<file path="src/rtl/pkwars_video_pkg.sv">
`default_nettype none
// +--------------------------------------------------------------------------+
// | pkwars_video_pkg                                                         |
// | Shared types and constants for the video RAM scheduler: the slot owner   |
// | encoding, the BG fetch phase codes and the default RAM address width.    |
// | Revision: 1.0                                                            |
// +--------------------------------------------------------------------------+
package pkwars_video_pkg;

  // Owner of a video RAM slot, chosen once per pixel clock.
  typedef enum logic [1:0] {
    OWN_NONE = 2'd0,
    OWN_BG   = 2'd1,
    OWN_CPU  = 2'd2,
    OWN_DMA  = 2'd3
  } owner_e;

  // BG fetch phases; these equal HPOS[1:0] of the fetch slot.
  localparam logic [1:0] PH_NAME = 2'd0;
  localparam logic [1:0] PH_ATTR = 2'd1;
  localparam logic [1:0] PH_PAT  = 2'd2;

  // Default video RAM address width.
  localparam int AW_DEF = 11;

endpackage : pkwars_video_pkg
`default_nettype wire

</file>
<file path="src/rtl/pkwars_slot_arb.sv">
`default_nettype none
// +--------------------------------------------------------------------------+
// | pkwars_slot_arb                                                          |
// | Combinational slot-owner chooser plus the DMA starvation counter.        |
// | Ports:                                                                   |
// |   clk, rst_n          pixel clock, async active-low reset                |
// |   hpos                HPOS[1:0] (slot within a 4-pixel group)            |
// |   hblk, vblk          blanking flags                                     |
// |   cpu_req, cpu_blk    CPU request and "already granted" block            |
// |   dma_req             sprite DMA request                                 |
// |   owner, phase        chosen owner and BG phase for this cycle           |
// | Revision: 1.0                                                            |
// +--------------------------------------------------------------------------+
module pkwars_slot_arb
  import pkwars_video_pkg::*;
#(
  parameter int STARVE = 8
) (
  input  logic       clk,
  input  logic       rst_n,
  input  logic [1:0] hpos,
  input  logic       hblk,
  input  logic       vblk,
  input  logic       cpu_req,
  input  logic       cpu_blk,
  input  logic       dma_req,
  output owner_e     owner,
  output logic [1:0] phase
);

  localparam int CW = $clog2(STARVE + 1);

  logic [CW-1:0] starve_q;
  logic [CW-1:0] starve_d;
  logic          cpu_ok;

  always_comb begin
    owner    = OWN_NONE;
    phase    = PH_NAME;
    starve_d = starve_q;
    // A request that was already granted and is waiting for its ack is not
    // eligible again; the bridge drops CPU_REQ once it sees the ack.
    cpu_ok   = cpu_req & ~cpu_blk;

    if (!hblk && !vblk) begin
      // Active display: three fixed tile-fetch slots, one CPU slot.
      // The starve counter is left alone; DMA cannot run here.
      if (hpos != 2'd3) begin
        owner = OWN_BG;
        phase = hpos;
      end else if (cpu_ok) begin
        owner = OWN_CPU;
      end
    end else if (dma_req && (starve_q < CW'(STARVE))) begin
      owner = OWN_DMA;
      // Only a CPU request that is actually waiting counts toward starvation.
      if (cpu_ok) begin
        starve_d = starve_q + 1'b1;
      end
    end else if (cpu_ok) begin
      owner    = OWN_CPU;
      starve_d = '0;
    end else begin
      starve_d = '0;
    end
  end

  always_ff @(posedge clk or negedge rst_n) begin
    if (!rst_n) begin
      starve_q <= '0;
    end else begin
      starve_q <= starve_d;
    end
  end

endmodule : pkwars_slot_arb
`default_nettype wire

</file>
<file path="src/rtl/pkwars_vram_sched.sv">
`default_nettype none
// +--------------------------------------------------------------------------+
// | pkwars_vram_sched                                                        |
// | Time-slot scheduler for the single-port video RAM shared by BG tile      |
// | fetch, the CPU bridge and sprite-attribute DMA.                          |
// | Ports:                                                                   |
// |   PCLK, RSTn                  pixel clock, async active-low reset        |
// |   HPOS, HBLK, VBLK            beam position and blanking                 |
// |   BG_AD / BG_STB, BG_PH       tile fetch address / data strobe, phase    |
// |   CPU_REQ, CPU_WE, CPU_AD,    CPU request side                           |
// |   CPU_DO / CPU_DI, CPU_ACK,   CPU read data, completion, Z80 WAIT        |
// |   CPU_WAIT                                                               |
// |   DMA_REQ, DMA_AD / DMA_GNT   sprite DMA request / data strobe           |
// |   VA, VWE, VDO / VDI          RAM address, write, data out / data in     |
// | Revision: 1.0                                                            |
// +--------------------------------------------------------------------------+
module pkwars_vram_sched
  import pkwars_video_pkg::*;
#(
  parameter int AW     = AW_DEF,
  parameter int STARVE = 8
) (
  input  logic          PCLK,
  input  logic          RSTn,
  input  logic [8:0]    HPOS,
  input  logic          HBLK,
  input  logic          VBLK,
  input  logic [AW-1:0] BG_AD,
  output logic          BG_STB,
  output logic [1:0]    BG_PH,
  input  logic          CPU_REQ,
  input  logic          CPU_WE,
  input  logic [AW-1:0] CPU_AD,
  input  logic [7:0]    CPU_DO,
  output logic [7:0]    CPU_DI,
  output logic          CPU_ACK,
  output logic          CPU_WAIT,
  input  logic          DMA_REQ,
  input  logic [AW-1:0] DMA_AD,
  output logic          DMA_GNT,
  output logic [AW-1:0] VA,
  output logic          VWE,
  output logic [7:0]    VDO,
  input  logic [7:0]    VDI
);

  owner_e        owner;
  logic [1:0]    phase;

  // RAM-side registers (grant edge)
  owner_e        owner_q;
  logic [1:0]    ph_q;
  logic [AW-1:0] va_q,  va_d;
  logic          vwe_q, vwe_d;
  logic [7:0]    vdo_q, vdo_d;
  logic          pend_q, pend_d;

  // Strobe pipeline (data edge)
  logic          bg_stb_q, bg_stb_d;
  logic [1:0]    bg_ph_q,  bg_ph_d;
  logic          cpu_ack_q, cpu_ack_d;
  logic          cpu_rd_q,  cpu_rd_d;
  logic          dma_gnt_q, dma_gnt_d;
  logic [7:0]    cpu_di_q,  cpu_di_d;

  // Only the slot index within a 4-pixel group matters to scheduling.
  logic          unused_hpos_hi;
  assign unused_hpos_hi = ^HPOS[8:2];

  pkwars_slot_arb #(
    .STARVE (STARVE)
  ) u_arb (
    .clk     (PCLK),
    .rst_n   (RSTn),
    .hpos    (HPOS[1:0]),
    .hblk    (HBLK),
    .vblk    (VBLK),
    .cpu_req (CPU_REQ),
    .cpu_blk (pend_q | cpu_ack_q),
    .dma_req (DMA_REQ),
    .owner   (owner),
    .phase   (phase)
  );

  always_comb begin
    va_d   = va_q;
    vwe_d  = 1'b0;
    vdo_d  = 8'h00;
    pend_d = (owner == OWN_CPU);
    unique case (owner)
      OWN_BG:  va_d = BG_AD;
      OWN_CPU: begin
        va_d  = CPU_AD;
        vwe_d = CPU_WE;
        vdo_d = CPU_DO;
      end
      OWN_DMA: va_d = DMA_AD;
      default: ;
    endcase

    bg_stb_d  = (owner_q == OWN_BG);
    bg_ph_d   = ph_q;
    cpu_ack_d = (owner_q == OWN_CPU);
    cpu_rd_d  = (owner_q == OWN_CPU) & ~vwe_q;
    dma_gnt_d = (owner_q == OWN_DMA);
    // Read data arrives in the ack cycle; capture it so CPU_DI keeps it
    // until the next CPU read completes.
    cpu_di_d  = (cpu_ack_q & cpu_rd_q) ? VDI : cpu_di_q;
  end

  always_ff @(posedge PCLK or negedge RSTn) begin
    if (!RSTn) begin
      owner_q   <= OWN_NONE;
      ph_q      <= PH_NAME;
      va_q      <= '0;
      vwe_q     <= 1'b0;
      vdo_q     <= 8'h00;
      pend_q    <= 1'b0;
      bg_stb_q  <= 1'b0;
      bg_ph_q   <= PH_NAME;
      cpu_ack_q <= 1'b0;
      cpu_rd_q  <= 1'b0;
      dma_gnt_q <= 1'b0;
      cpu_di_q  <= 8'h00;
    end else begin
      owner_q   <= owner;
      ph_q      <= phase;
      va_q      <= va_d;
      vwe_q     <= vwe_d;
      vdo_q     <= vdo_d;
      pend_q    <= pend_d;
      bg_stb_q  <= bg_stb_d;
      bg_ph_q   <= bg_ph_d;
      cpu_ack_q <= cpu_ack_d;
      cpu_rd_q  <= cpu_rd_d;
      dma_gnt_q <= dma_gnt_d;
      cpu_di_q  <= cpu_di_d;
    end
  end

  assign VA       = va_q;
  assign VWE      = vwe_q;
  assign VDO      = vdo_q;
  assign BG_STB   = bg_stb_q;
  assign BG_PH    = bg_ph_q;
  assign CPU_ACK  = cpu_ack_q;
  assign DMA_GNT  = dma_gnt_q;
  assign CPU_DI   = (cpu_ack_q & cpu_rd_q) ? VDI : cpu_di_q;
  assign CPU_WAIT = CPU_REQ & ~cpu_ack_q;

endmodule : pkwars_vram_sched
`default_nettype wire
</file>
<file path="config.mk">
export PLATFORM = sky130hd
export DESIGN_NAME = pkwars_vram_sched
export DESIGN_NICKNAME = d
export VERILOG_FILES = /design/src/rtl/pkwars_video_pkg.sv /design/src/rtl/pkwars_slot_arb.sv /design/src/rtl/pkwars_vram_sched.sv
export SDC_FILE = /design/constraint.sdc
export NUM_CORES = 1
export LEC_CHECK = 0
export CORE_MARGIN = 3
export CORE_UTILIZATION = 25
export DETAILED_ROUTE_END_ITERATION = 12
export DONT_BUFFER_PORTS = 1
export PLACE_DENSITY = 0.46
export SYNTH_ARGS = -nofsm -noshare
export SYNTH_HDL_FRONTEND = slang
export SYNTH_SLANG_ARGS = --single-unit
</file>
<file path="constraint.sdc">
create_clock -name PCLK -period 3.2 [get_ports PCLK]
set_clock_uncertainty 0.1 [all_clocks]
set_input_delay 0.32 -clock PCLK [delete_from_list [all_inputs] [get_ports PCLK]]
set_output_delay 0.32 -clock PCLK [all_outputs]
set_load 0.05 [all_outputs]
</file>
==> results of run 1 <==
[final cells by class]
type / count / area [µm²] / area share
flip-flops and latches: 43 / 1076 / 0.4974
multi-input cells: 105 / 750.7 / 0.3470
well taps: 96 / 120.1 / 0.05552
repair buffers: 7 / 80.08 / 0.03702
clock buffers: 6 / 72.57 / 0.03355
clock inverters: 2 / 60.06 / 0.02776
inverters: 1 / 3.754 / 0.001735
[cell families (layout without fill, tap and decap cells)]
family                   count (synthesis)  in the layout  share of synthesized area
AND/OR/NAND/NOR                         64             64                     0.2111
adder cells (fa/ha/maj)                  1              1                   0.006657
multiplexers                             8              8                    0.04794
buffers and inverters                   12             16                    0.02796
flip-flops                              43             43                     0.5726
AO/OA/AOI/OAI                           32             32                     0.1338
[where the power goes]
group / total [mW] / internal (mW) / switching [mW]
sequential: 0.767 / 0.617 / 0.150
clock: 0.500 / 0.312 / 0.188
combinational: 0.337 / 0.0878 / 0.250
total: 1.60 / 1.02 / 0.588
[layer usage]
layer / GRT usage / up-vias / part of all wire
met5: 0 / - / 0
met4: 0.02686 / 0 / 0.0059
met3: 0.06011 / 6 / 0.11
met2: 0.2060 / 92 / 0.50
met1: 0.1287 / 687 / 0.38
li1: - / 590 / -
[cells in the final DEF (no fill, tap or decap), types with 3 or more instances in the layout]
cell type and instances:
dfrtp_1 43, nor2_1 13, nor4bb_1 11, a211oi_1 11, nand3_1 11, o31ai_1 11, and2_1 10, mux2_2 8
nor2b_1 5, clkbuf_8 5, nand2_1 4, nor3b_1 3, o21ai_0 3, dlygate4sd3_1 3, buf_4 3
[sequential cells by signal, indices dropped and copies added, names as in the netlist]
signal,flops
BG_PH,2
BG_STB,1
CPU_ACK,1
DMA_GNT,1
VA,11
VDO,8
VWE,1
bg_ph_d,2
cpu_di_q,8
cpu_rd_q,1
owner_q,2
pend_q,1
u_arb.starve_q,4
[worst reg2reg max path: stages, from the launching register on]
cell and delay [ns]:
dfrtp_1 0.59, or3b_1 0.75, a211oi_4 0.46, and2_1 0.19
[worst max-delay path by stage]
stage | end | slack (ns) | depth (start not counted)
final | CPU_DI[1] | 0.91 | 2
after global routing | CPU_DI[5] | 0.84 | 2
after CTS | CPU_DI[1] | 0.89 | 2
after detailed placement | VDO[0] | 1.06 | 3
after global placement | VDO[1] | 1.09 | 3
after floorplan | CPU_DI[0] | 1.18 | 3
[per-stage QoR]
step | hold WS [ns] | cells | instance area, µm² | util | worst slack [ns]
3_3_place_gp | -0.07446 | 248 | 1973 | 0.2796 | 1.086
6_report | 0.04826 | 260 | 2163 | 0.3066 | 0.9145
2_1_floorplan | -0.07559 | 160 | 1879 | - | 1.180
3_5_place_dp | -0.07460 | 248 | 1973 | 0.2796 | 1.063
4_1_cts | 0.03899 | 260 | 2163 | 0.3066 | 0.8911
5_1_grt | 0.02123 | 260 | 2163 | 0.3066 | 0.8403
[what timing repair did]
action / CTS / global route
setup endpoints to repair: 0 / 0
hold endpoints to repair: 45 / 0
hold buffers: 4 / 0
==> metrics, run 1 <==
status=finished clean; Die W=92.70 µm; YS warnings=0; largest incremental delay on the critical path=0.70 ns; post-synthesis sequential area ratio=0.5726; global-route wire length before repair=7.769 mm; pwr dens=741.8 nW/µm²; share of cells above drive strength 1=0.1341; Final Cycle Share=0.7142; fill count=750; total negative setup slack=0 ns; total die area=around 8600 µm²; GPL Wtd Cong=0.7652; Worst Max-Slew Pin Slew=1.097 ns; Max Cap Violations=0; vias in the first global route=approximately 1,400; synthesized area=1879 µm²; WP data arrival=1.87 ns; Synth-to-Final Area Change=15.11%; Setup CP Type=flop to output port; unrepaired setup endpoints after global routing=no; Synth top area share=0.5726; Slew Limit Headroom=0.2670; initial drt markers=95; total global-route track usage=0.1184; Via-to-Cell Ratio=5.288; Core Box Area=7057 µm²; number of inserted diodes=0; CTS buffer count=5; Post-synth EDFFs=0; setup repair bufs after CTS=0; fin nets=229; Top FF cell, synth=dfrtp_1; CP Launch Point=CPU_ACK; library cells used by synthesis=30; WL/cell=20.22 µm; Worst VDD drop=0.1998 mV; total design power=1.605 mW; via count=1,375; worst reg2reg startpoint=pend_q; CP max FO=8; largest net degree at the start of global routing=44; Avg Inst Size Synth=~12 µm²; drt pass-1 iters=4; Peak Freq=approximately 440 MHz; Core Rows=30; hold depth=1; CTS Sinks=43; Largest delay share family, worst path=flip-flops; CP Launch Type=flop; post-synth net total=226; crit end category=output port; worst hold start=CPU_DO[4]; CTS H-tree lvls=2; number of I/O port buffers=0; Worst-Skew Late Latency=0.29 ns; CTS tree=built; Synth area leaders=dfrtp_1 (57%), nor4bb_1 (5.9%), mux2_2 (4.8%); Min-Delay Path Class=input port to flop; DR DRC count=0; Die Ht=92.70 µm; fin. max-slew vios=0; P_leak=0.9142 nW; # IOs=99; Clock transition at path regs=0.08 ns; Buf/Inv on CP=0; Worst Path Required=around 2.8 ns; r2r endpoint=VDO[6]; worst reg2reg setup slack=1.06 ns; clock buffer depth=2; crit path time final=roughly 2.3 ns; GRT Residual Overflow=0; initial antenna violation count=0; FF+latch count, synth=43; Worst path slowest cell=dfrtp_1; Routed Antenna Nets=0; Routed WL=about 5.3 mm; final hold viol count=0; most frequent cell after synthesis=dfrtp_1; Resized Gates After CTS=0; Starting Density=0.2663; Setup violations, final=0; FFs w/ async S/R, synth=1.000; Root Buffer=clkbuf_8; Post-synth top cells=dfrtp_1 (43), nor2_1 (13); Worst Hold Path EP=VDO[4]; CP Cell Sequence=nand2_1 -> mux2_2; reg2reg path depth=3; cell taking the most area after synthesis=dfrtp_1; Gate Count Post-Synth=160
(Power assumes the default switching activity.)
==> run 2: changes to the inputs <==
==> constraint.sdc (replaced) <==
create_clock -name PCLK -period 2.17 [get_ports PCLK]
set_clock_uncertainty 0.1 [all_clocks]
set_input_delay 0.217 -clock PCLK [delete_from_list [all_inputs] [get_ports PCLK]]
set_output_delay 0.217 -clock PCLK [all_outputs]
set_load 0.05 [all_outputs]
==> metrics, run 2 (synthesized netlist as in run 1, its figures left out) <==
# IOs=99; Core Box Area=7057 µm²; total global-route track usage=0.1211; most frequent cells in the layout=dfrtp_1 (43), dlygate4sd3_1 (25), nor2_1 (13); GPL Wtd Cong=0.8022; global-route wire length before repair=8.038 mm; drt pass-1 iters=4; cell count after placement=253; Largest delay share family, worst path=multiplexers; WL/cell=18.36 µm; Routed WL=around 5.3 mm; CP Launch Point=CPU_ACK; r2r endpoint=VA[1]; Routed Antenna Nets=0; vias in the first global route=1,551; Min-Delay Path Class=input port to flop; Buf/Inv on CP=1; initial drt markers=75; status=finished clean; crit path time final=just under 2 ns; Setup violations, final=0; pwr dens=957.0 nW/µm²; crit end category=output port; NetSw=~0.87 mW; Flop pwr share=0.481; Slew Limit Headroom=0.3992; Die W=92.70 µm; Synth-to-Final Area Change=27.50%; share of cells above drive strength 1=0.1466; largest net degree at the start of global routing=44; Final Cycle Share=0.9169; most common cell after layout, fill and taps aside=dfrtp_1; Sw Share=0.3815; P_leak=1.023 nW; Peak Freq=slightly above 500 MHz; Clock transition at path regs=0.08 ns; largest incremental delay on the critical path=0.52 ns; initial antenna violation count=1; reg2reg path depth=4; clock buffer depth=2; Max Cap Violations=0; Die Ht=92.70 µm; Worst path slowest cell=mux2_2; final hold viol count=0; Worst-Skew Late Latency=0.29 ns; Internal=1.418 mW; CP endpoint=CPU_DI[6]; fill count=735; total negative setup slack=0 ns; Root Buffer=clkbuf_8; CP Cell Sequence=buf_4 -> nand2_1 -> mux2_2; hold buffer count at cts=26; Core Rows=30; CTS tree=built; Via-to-Cell Ratio=4.972; setup repair bufs after CTS=0; Critical Path Stages=3; GRT Residual Overflow=0; Clock Power Share=0.272; Starting Density=0.2663; worst reg2reg setup slack=approximately 0.34 ns; CTS buffer count=5; fin nets=between 200 and 300; worst hold start=BG_AD[8]; Combinational Power Share=0.247; total die area=8593 µm²; fin. max-slew vios=0; unrepaired setup endpoints after global routing=no; worst reg2reg startpoint=pend_q; CP Launch Type=flop; via count=1,432; Worst VDD drop=between 0.2 and 0.3 mV; Setup CP Type=flop to output port; CTS Sinks=between 40 and 50; Worst Max-Slew Pin Slew=0.8980 ns; CTS H-tree lvls=2; number of I/O port buffers=0; Resized Gates After CTS=0; WP data arrival=around 1.7 ns; post-DP HPWL=3.678 mm; Final Instance Count excl. Fillers=288; DR DRC count=0; CP max FO=16; Worst Path Required=1.85 ns; Largest register FFs=11
-- run 2: worst register-to-register path, stage by stage, from the launching register on --
cell      delay (ns)
dfrtp_1         0.38
or3b_1          0.56
buf_4           0.25
a211oi_1        0.29
o31ai_1         0.12
-- run 2: worst min-delay path by stage --
| stage | depth (start not counted) | slack, ns | end |
|---|---|---|---|
| 3_3_place_gp | 0 | -0.18 | cpu_di_q[1] |
| 6_report | 2 | 0.01 | VA[8] |
| 3_5_place_dp | 0 | -0.18 | VDO[3] |
| 4_1_cts | 2 | 0.0008 | VA[8] |
| 2_1_floorplan | 0 | -0.18 | BG_PH[0] |
| 5_1_grt | 2 | 0.003 | VA[8] |
-- run 2: layer usage --
layer / GRT usage / part of all wire
met3: 0.04630 / 0.082
met4: 0.04274 / 0.010
met2: 0.2145 / 0.51
met1: 0.1315 / 0.40
met5: 0 / 0
-- run 2: layout make-up --
class / instances / area [µm²] / share of cell area
Antenna cell: 1 / 2.502 / 0.001044
Clock buffer: 5 / 68.82 / 0.02872
Clock inverter: 3 / 43.79 / 0.01828
Inverter: 1 / 3.754 / 0.001567
Multi-Input combinational cell: 105 / 750.7 / 0.3133
Sequential cell: 43 / 1076 / 0.4491
Tap cell: 96 / 120.1 / 0.05013
Timing Repair Buffer: 34 / 330.3 / 0.1379
-- run 2: per-stage QoR --
stage / worst slack, ns / cell area, µm² / hold slack [ns] / utilization / total power [mW]
4_1_cts: 0.1602 / 2394 / 0.0008420 / 0.3392 / 2.320
5_1_grt: 0.07918 / 2396 / 0.003101 / 0.3395 / 2.400
3_3_place_gp: 0.4040 / 2011 / -0.1775 / 0.2849 / 1.620
2_1_floorplan: 0.2534 / 1879 / -0.1786 / - / 1.551
6_report: 0.1804 / 2396 / 0.01478 / 0.3395 / 2.293
3_5_place_dp: 0.3865 / 2011 / -0.1775 / 0.2849 / 1.633
-- run 2: power groups by stage --
| stage | logic, mW | registers, mW | clock network [mW] |
|---|---|---|---|
| 2_1_floorplan | 0.429 | 1.12 | 0 |
| 3_3_place_gp | 0.501 | 1.12 | 0 |
| 6_report | 0.566 | 1.10 | 0.624 |
| 4_1_cts | 0.569 | 1.11 | 0.645 |
| 3_5_place_dp | 0.511 | 1.12 | 0 |
| 5_1_grt | 0.599 | 1.12 | 0.686 |
==> run 3: changes to the inputs <==
--- a/config.mk
+++ b/config.mk
@@ -5,11 +5,14 @@
 export SDC_FILE = /design/constraint.sdc
 export NUM_CORES = 1
 export LEC_CHECK = 0
+export CELL_PAD_IN_SITES_DETAIL_PLACEMENT = 0
+export CELL_PAD_IN_SITES_GLOBAL_PLACEMENT = 1
 export CORE_MARGIN = 3
 export CORE_UTILIZATION = 25
 export DETAILED_ROUTE_END_ITERATION = 12
 export DONT_BUFFER_PORTS = 1
-export PLACE_DENSITY = 0.46
+export PLACE_DENSITY = 0.55
+export SETUP_SLACK_MARGIN = 0.3
 export SYNTH_ARGS = -nofsm -noshare
 export SYNTH_HDL_FRONTEND = slang
 export SYNTH_SLANG_ARGS = --single-unit
==> metrics, run 3 (synthesized netlist as in run 1, its figures left out) <==
DR WL met2=2.671 mm; Setup violations, final=0; most common cell after layout, fill and taps aside=dfrtp_1; post-DP HPWL=3.713 mm; Worst Path Required=1.85 ns; Core Box Area=7057 µm²; Die Ht=92.70 µm; Routed WL=5.328 mm; GRT Residual Overflow=0; CP max FO=16; Combinational Power Share=0.273; unrepaired setup endpoints after global routing=no; CTS tree=built; share of cells above drive strength 1=0.1526; NetSw=slightly below 0.9 mW; DR DRC count=0; P_leak=1.054 nW; post-route worst setup slack=0.3683 ns; crit end category=output port; initial drt markers=36; global-route wire length before repair=around 8.4 mm; number of I/O port buffers=0; via count=1,429; initial antenna violation count=0; final hold viol count=0; Routed Antenna Nets=0; Starting Density=0.2663; Worst-Skew Late Latency=0.29 ns; CTS buffer count=5; crit path time final=1.802 ns; clock buffer depth=2; total negative setup slack=0 ns; cell count after placement=252; Internal=1.341 mW; worst hold start=BG_AD[2]; Top Layer Used=met4; Peak Freq=approximately 560 MHz; # IOs=99; Final Instance Count excl. Fillers=286; Clock Power Share=0.224; worst reg2reg startpoint=CPU_ACK; Worst Max-Slew Pin Slew=approximately 0.65 ns; GPL Wtd Cong=0.7319; most frequent cells in the layout=dfrtp_1 (42), dlygate4sd3_1 (25), nor2_1 (13); vias in the first global route=1,677; Synth-to-Final Area Change=28.10%; CP Launch Type=flop; fin nets=255; setup repair bufs after CTS=0; Min-Delay Path Class=input port to flop; total die area=8593 µm²; Worst VDD drop=around 0.26 mV; Clock transition at path regs=0.09 ns; Sw Share=0.3943; CTS H-tree lvls=2; Flop pwr share=0.503; met3 WL=between 500 and 600 µm; drt pass-1 iters=5; number of inserted diodes=0; total design power=2.214 mW; Via-to-Cell Ratio=~5.0; fin. max-slew vios=0; Max Cap Violations=0; status=finished clean; met1 WL=2.061 mm; CTS Sinks=43; dpl ws=0.2970 ns; largest net degree at the start of global routing=44; Placement Cell Area=2004 µm²; WL/cell=18.63 µm; Root Buffer=clkbuf_8; Slew Limit Headroom=0.5625; Setup CP Type=flop to output port; pwr dens=919.8 nW/µm²; CP Launch Point=CPU_ACK; Final Cycle Share=0.8303; final instance area=2407 µm²; WP data arrival=1.48 ns; Die W=92.70 µm; Largest register FFs=11; total global-route track usage=0.1267; Core Rows=30
[run 3: worst paths after layout]
path | end | slack [ns] | depth (start not counted)
max in group asynchronous | cpu_di_q[7] | 1.46 | 2
min | VA[2] | 0.006 | 2
max | CPU_DI[4] | 0.37 | 3
max reg2reg | VDO[4] | 0.49 | 3
min reg2reg | BG_PH[1] | 0.26 | 0
min in group asynchronous | cpu_di_q[3] | 0.30 | 2
[run 3: cell type report]
type                       count  area [µm²]
inverter                       1       3.754
clock buffer                   6       72.57
timing repair buffer          33       330.3
sequential                    43        1077
tap                           96       120.1
fill                         735        4649
clock inverter                 2       12.51
multi-input combinational    105       790.8
[run 3: timing repair]
action	4_1_cts	5_1_grt
pin swaps	0	0
endpoints found under the hold margin	65	0
hold buffers	26	0
resized for setup	12	1
setup endpoints to repair	17	8
[run 3: worst max-delay path, stage by stage (launching register included)]
cell and delay, ns:
dfrtp_2 0.43, buf_8 0.19, nand2_4 0.17, mux2_4 0.41
[run 3: per-stage QoR]
step                      hold slack (ns)  utilization
after detailed placement          -0.1774       0.2840
after global placement            -0.1775       0.2840
final                            0.005596       0.3411
after CTS                        0.006290       0.3406
after global routing              0.01516       0.3411
after floorplan                   -0.1786            -
[run 3: layer usage]
layer | vias to the layer above | GRT usage
met4 | 0 | 0.02564
li1 | 643 | -
met3 | 2 | 0.04468
met1 | 703 | 0.1421
met5 | - | 0
met2 | 81 | 0.2314
[run 3: power by group through the flow]
stage,Combinational (mW),Sequential [mW],Clock (mW)
floorplan,0.429,1.12,0
global placement,0.496,1.12,0
detailed placement,0.509,1.12,0
CTS,0.610,1.11,0.512
global route,0.642,1.13,0.554
finish,0.604,1.11,0.497
